<file path="src/rtl/line_fill_engine.sv">
// line_fill_engine: refills one cache line from a narrower in-order memory as a burst of beats
//   Optional feature macro: LINE_FILL_BUFFER_EN (one-entry line buffer that answers repeat misses)
//   clk, rst             clock, synchronous active-high reset
//   i_line_addr_valid    cache requests a line
//   i_line_addr          requested line address
//   o_line_ready         single-cycle pulse, line delivered (combinational)
//   o_line_data          assembled line, word w at [w*DWIDTH +: DWIDTH]
//   o_mem_req_valid      beat read request
//   o_mem_req_addr       {saved line address, beat index}
//   i_mem_req_ready      memory accepts the request
//   i_mem_rsp_valid      beat data valid, no backpressure
//   i_mem_rsp_data       beat payload, responses in request order
module line_fill_engine #(
   parameter int DWIDTH = 5,
   parameter int BLOCK_WIDTH_BITS = 5,
   parameter int ADDR_IN_WIDTH = 20,
   parameter int BEAT_WORDS_BITS = 3,
   localparam int LINE_ADDR_WIDTH = ADDR_IN_WIDTH - BLOCK_WIDTH_BITS,
   localparam int LINE_WIDTH = DWIDTH * (2 ** BLOCK_WIDTH_BITS),
   localparam int BEAT_WIDTH = DWIDTH * (2 ** BEAT_WORDS_BITS),
   localparam int BEAT_SEL_BITS = BLOCK_WIDTH_BITS - BEAT_WORDS_BITS,
   localparam int NBEATS = 2 ** BEAT_SEL_BITS
) (
   input  logic                                     clk,
   input  logic                                     rst,
   input  logic                                     i_line_addr_valid,
   input  logic [LINE_ADDR_WIDTH-1:0]               i_line_addr,
   output logic                                     o_line_ready,
   output logic [LINE_WIDTH-1:0]                    o_line_data,
   output logic                                     o_mem_req_valid,
   output logic [LINE_ADDR_WIDTH+BEAT_SEL_BITS-1:0] o_mem_req_addr,
   input  logic                                     i_mem_req_ready,
   input  logic                                     i_mem_rsp_valid,
   input  logic [BEAT_WIDTH-1:0]                    i_mem_rsp_data
);
   localparam int CW = BEAT_SEL_BITS + 1;
   localparam logic [CW-1:0] LAST = CW'(NBEATS - 1);
   localparam logic [CW-1:0] FULL = CW'(NBEATS);
   typedef enum logic [1:0] {S_IDLE, S_FILL, S_DONE} state_t;
   state_t r_state, w_next;
   logic [LINE_ADDR_WIDTH-1:0] r_saved_addr;
   logic [CW-1:0] r_req_cnt, r_rsp_cnt;
   logic [LINE_WIDTH-1:0] r_line_data;
   logic w_hit, w_accept, w_req_fire, w_rsp_fire;
`ifdef LINE_FILL_BUFFER_EN
   logic r_buf_valid;
   logic [LINE_ADDR_WIDTH-1:0] r_buf_addr;
   // Every visit to S_DONE follows a completed fill, so the line in r_line_data is always whole.
   always_ff @(posedge clk)
      if (rst) begin
         r_buf_valid <= 1'b0;
         r_buf_addr <= '0;
      end else if (r_state == S_DONE) begin
         r_buf_valid <= 1'b1;
         r_buf_addr <= r_saved_addr;
      end
   assign w_hit = r_state == S_IDLE && i_line_addr_valid && r_buf_valid && i_line_addr == r_buf_addr;
`else
   assign w_hit = 1'b0;
`endif
   always_ff @(posedge clk)
      if (rst) r_state <= S_IDLE;
      else r_state <= w_next;
   always_comb begin
      w_accept = r_state == S_IDLE && i_line_addr_valid && !w_hit;
      o_mem_req_valid = r_state == S_FILL && r_req_cnt < FULL;
      o_mem_req_addr = {r_saved_addr, r_req_cnt[BEAT_SEL_BITS-1:0]};
      w_req_fire = o_mem_req_valid && i_mem_req_ready;
      // Responses outside S_FILL are protocol violations and are dropped here.
      w_rsp_fire = r_state == S_FILL && i_mem_rsp_valid;
      w_next = w_accept ? S_FILL :
               (w_rsp_fire && r_rsp_cnt == LAST) ? S_DONE :
               (r_state == S_DONE) ? S_IDLE : r_state;
      o_line_ready = w_hit || (r_state == S_DONE && i_line_addr_valid && i_line_addr == r_saved_addr);
   end
   always_ff @(posedge clk)
      if (rst) begin
         r_saved_addr <= '0;
         r_req_cnt <= '0;
         r_rsp_cnt <= '0;
         r_line_data <= '0;
      end else if (w_accept) begin
         r_saved_addr <= i_line_addr;
         r_req_cnt <= '0;
         r_rsp_cnt <= '0;
      end else begin
         if (w_req_fire) r_req_cnt <= r_req_cnt + CW'(1);
         if (w_rsp_fire) begin
            r_rsp_cnt <= r_rsp_cnt + CW'(1);
            r_line_data[int'(r_rsp_cnt[BEAT_SEL_BITS-1:0]) * BEAT_WIDTH +: BEAT_WIDTH] <= i_mem_rsp_data;
         end
      end
   assign o_line_data = r_line_data;
endmodule

</file>
<file path="config.mk">
export PLATFORM = sky130hd
export DESIGN_NAME = line_fill_engine
export DESIGN_NICKNAME = d
export VERILOG_FILES = /design/src/rtl/line_fill_engine.sv
export SDC_FILE = /design/constraint.sdc
export NUM_CORES = 1
export LEC_CHECK = 0
export ABC_CLOCK_PERIOD_IN_PS = 7000
export BUFFER_PORTS_ARGS = -buffer_cell sky130_fd_sc_hd__clkbuf_2
export CAP_MARGIN = 20
export CORE_ASPECT_RATIO = 1.1
export CORE_MARGIN = 4
export CORE_UTILIZATION = 44
export DETAILED_ROUTE_END_ITERATION = 12
export PLACE_DENSITY_LB_ADDON = 0.12
export SLEW_MARGIN = 15
export SYNTH_ARGS = -nofsm -noshare
export SYNTH_HDL_FRONTEND = slang
export SYNTH_SLANG_ARGS = --single-unit
</file>
<file path="constraint.sdc">
create_clock -name clk -period 7 [get_ports clk]
set_clock_uncertainty 0.15 [all_clocks]
set_input_delay 2.1 -clock clk [delete_from_list [all_inputs] [get_ports clk]]
set_output_delay 2.1 -clock clk [all_outputs]
set_load 0.1 [all_outputs]
</file>
**Word level (Yosys, flattened, before mapping)**

Index checks and enable logic that the tools add are counted.

- $add $sub $neg: 3
- $mul: 1
- Divide/modulo/power cells: 0
- Order comparisons: 1
- Equal/unequal tests: 4
- Shifts and indexed selects: 2
- Multiplexer cells: 4
- Bitwise gates (word level): 1
- Reduce and logical (&&, ||, !) cells: 12

Operator list:

| operator | count |
|---|---|
| 160-bit bitwise mux | 1 |
| 40-bit by 33-bit variable shift with 160-bit output, first input constant | 1 |
| 40-bit by 33-bit indexed part select with 160-bit output | 1 |
| 8-bit negation with 33-bit output | 1 |
| 15-bit == test | 1 |
| 1-bit logical AND | 7 |
| 3-bit by 1-bit adder with 3-bit output, second input constant | 2 |
| 2-bit by 3-bit multiplier with 5-bit output, second input constant | 1 |
| 2-bit 2-to-1 mux | 2 |
| 3-bit by 2-bit == test with 1-bit output, second input constant | 1 |
| 3-bit < comparator, second input constant | 1 |
| 3-bit nonzero test | 1 |
| 2-bit by 1-bit == test with 1-bit output, second input constant | 1 |
| 2-bit == test, second input constant | 1 |
| 2-bit logical NOT | 1 |
| 2-bit AND reduction | 1 |
| 2-bit nonzero test | 1 |
| 2-bit OR reduction | 1 |
| 1-bit 2-to-1 mux | 1 |
| 1-bit NOT | 1 |

- Bits in registers: 183
- Bits in latches: 0
- Bits in writable memories: 0
- Memory bits (read-only): 0
- Output and inout bits: 179
- Logic and storage cells: 34
- Memories kept: 0

**Logic depth before layout (Yosys ltp)**

- Depth after elaboration: 5
- Depth in mapped cells: 13

**Least setup slack after synthesis**

No wires, ideal clock.

- Path kind: in2out
- Start point: in i_line_addr[5]
- End point: out o_line_ready
- Arrival: 5.488 ns
- Data required time: 4.750 ns
- Setup slack: -0.738 ns
- Stages: 4
- Cell sequence: xor2_1 -> nor3b_1 -> nand4_1 -> nor4_1

- Cells in the longest elaborated chain, start to end: 2

Ends and longest elaborated chain:

| item | line | source |
|---|---|---|
| start: declaration | 27 | `input logic [LINE_ADDR_WIDTH-1:0] i_line_addr,` |
| 15-bit == test | 74 | `o_line_ready = w_hit \|\| (r_state == S_DONE && i_line_addr_valid && i_line_addr == r_saved_addr);` |
| 1-bit logical AND | 74 |  |
| end: declaration | 28 | `output logic o_line_ready,` |

Every way passes these cells.

**Worst setup path after layout**

Ends and elaborated chain as after synthesis.

==> flow_summary.toml <==
[logic_synthesis]
syn_nets = 1039
yosysUniqueCellTypes = 70
synth_edf_count = 0
yosys_register_bits = 183
ys_seq_area_frac = 0.415
synth_cells = 972
async_reset_ff_frac = 0
synth.avg_cell_area_um2 = 9.09
syn_area_mm2 = 0.00884
ys_warn_count = 0
ys.flop_type = "dfxtp_1"

[clock_network]
clk_pin_slew_ns = 0.07
postCtsHoldBufs = 0
clock-root-buffer = "clkbuf_16"
cts.sinks = 183
cts.htree.levels = 4
clk_path_buf_depth = 2
cts_inserted_buffers = 17
clock_latency_ns = 0.43
tritoncts = "done"
post-cts-setup-buffer-count = 0
cts_resized = 0

[floorplan]
die-height_um = 157
initial_core_util = 0.446
die_area_mm2 = 0.0224
ios = 239
rows = 54
dieWidth_um = 143
core_area_mm2 = 0.0198

[timing]
setup_viol = 0
tns_ns = 0
rsz0062_at_grt = "no"
fmax_mhz = 175
slew_violations = 0
hold_viol = 0
fin_crit_ns = 5.72
min_period_over_period = 0.818
tightest_slew_ns = 1.09
slew_headroom = 0.270

[placement]
routabilityCongestion = 0.937
port_buffers = 238
dpl.hpwl_um = 23100

[routing]
wire_per_inst_um = 22.2
drc = 0
viasPerCell = 6.01
vias = 8578
dr.first_iter.drc_count = 783
antenna_left = 0
drt-total-wl_um = 31700
dr.pass1.iters = 6

[power]
ir_drop_v = 0.000173
power_density_mw_per_mm2 = 233
p_leak_uw = 0.00422

[worst_setup_path]
slowest_delay_ns = 0.49
critPathSlowestCell = "clkbuf_2"
critPathMaxFanout = 2
critPathRequiredTime_ns = 4.75
cp-start-kind = "input pin"
path_cells = "clkbuf_2 > xor2_1 > nor3b_1 > nand4_1 > nor4_2 > clkbuf_2"
crit_arrival_ns = 3.47
critical_path_class = "in -> out"
crit_path_end_kind = "primary output"
cpMostUsedCell = "clkbuf_2"

[grt]
grt_first_pass_wirelength_um = 47800
grt_usage = 0.275
overflow = 0
grt_max_degree = 75
antenna_found_initial = 0
grt_pass1_vias = 8042

[finish]
nNetsFinal = 1229
final_common_cell = "clkbuf_2"
final_util = 0.540
drive_gt1_frac = 0.305
syn2layout_area_growth_pct = 21.0
most-common-layout-cells = "clkbuf_2 (237), dfxtp_1 (182), nand2_1 (112), nor2_1 (105), a22oi_1 (57)"

[worst_hold_path]
worstHoldPathType = "reg -> reg"

[flow_run]
maxCapViolations = 0

[outcome]
status = "finished, final reports clean"
stage by stage:
step / hold slack [ns] / setup WS [ns] / instance area, um2 / std cells / power (uW)
after floorplan: 0.288 / 0.432 / 8840 / 972 / 1390
after global placement: 0.281 / 1.27 / 10000 / 1394 / 1490
after detailed placement: 0.286 / 1.26 / 10000 / 1394 / 1490
after CTS: 0.296 / 1.25 / 10700 / 1426 / 2500
after global routing: 0.320 / 1.19 / 10700 / 1427 / 2570
final: 0.293 / 1.28 / 10700 / 1428 / 2490
where the power goes:
group	internal, uW	switching [uW]	leakage, uW
Clock	554	460	0.000301
Combinational	97.7	305	0.00244
Sequential	1060	14.5	0.00148
worst paths after layout:
| check | cells past startpoint | slack, ns | start | endpoint |
|---|---|---|---|---|
| max | 6 | 1.28 | i_line_addr[5] | o_line_ready |
| min | 2 | 0.29 | o_line_data[66]$_SDFFE_PP0P_ | o_line_data[66]$_SDFFE_PP0P_ |
| max reg2reg | 6 | 3.50 | r_rsp_cnt[0]$_SDFFE_PP0P_ | o_line_data[69]$_SDFFE_PP0P_ |
| min reg2reg | 2 | 0.29 | o_line_data[66]$_SDFFE_PP0P_ | o_line_data[66]$_SDFFE_PP0P_ |
kinds of logic (layout without fill, tap and decap cells):
logic type / count (synthesis) / after routing / synth area share
xor gates and xnor gates: 16 / 16 / 0.0159
AOI/OAI and AO/OA: 269 / 269 / 0.225
adders and majority gates: 7 / 7 / 0.00991
and+or+nand+nor: 338 / 338 / 0.197
muxes: 73 / 73 / 0.0893
buffers and inverters: 86 / 289 / 0.0486
DFF: 183 / 183 / 0.415
other: 0 / 1 / 0
cell usage after synthesis, types with 3 or more instances:
master	n	area [um2]
nor4_4	3	63.8
inv_1	4	15.0
a2bb2oi_1	3	26.3
xnor2_1	15	131
buf_1	4	15.0
nor3b_1	4	30.0
o221a_2	3	33.8
a21oi_1	43	215
nand4_1	8	50.1
a22o_1	20	175
a32o_1	5	50.1
or3_1	8	50.1
buf_2	28	140
nor3_2	5	50.1
nand2b_1	8	50.1
nor3_1	27	135
dfxtp_1	183	3660
o2bb2ai_1	26	228
buf_4	11	82.6
nand2_1	112	420
nor2_2	4	25.0
nor3b_2	3	37.5
a221oi_1	35	307
mux2i_1	35	350
clkbuf_1	32	120
o21a_1	3	22.5
nor2_1	105	394
o21ai_0	37	185
a222oi_1	8	80.1
a32oi_1	9	78.8
a221o_1	5	50.1
a211oi_1	5	37.5
nor4_1	4	25.0
nand3_1	4	20.0
mux2_2	37	417
o21ai_1	5	25.0
nor2b_1	12	75.1
a22oi_1	57	428
buf_6	4	45.0
ha_1	7	87.6
nand4b_1	3	26.3
critical path: cells and delay by family:
family | cells | cell delay [ns]
simple gates | 3 | 0.65
xor+xnor | 1 | 0.13
buf+inv | 2 | 0.59
routing by layer:
layer | GRT usage | part of all wire | up-vias
li1 | - | - | 3984
met2 | 0.413 | 0.44 | 458
met5 | 0 | 0 | -
met3 | 0.0666 | 0.092 | 74
met1 | 0.382 | 0.44 | 4062
met4 | 0.108 | 0.035 | 0
layout make-up:
cell class,instances,area [um2]
multi-input cells,703,4760
repair buffers,250,1300
clock buffers,18,439
well taps,252,315
inverters,7,26.3
diodes,1,2.50
clock inverters,14,179
fillers,1857,9100
flip-flops and latches,183,3660
sequential cells by signal, summed over array words and instances, names as in the netlist:
| name | flops |
|---|---|
| r_state | 2 |
| o_line_data | 160 |
| r_rsp_cnt | 3 |
| r_req_cnt | 3 |
| r_saved_addr | 15 |
(Power assumes the default switching activity.)
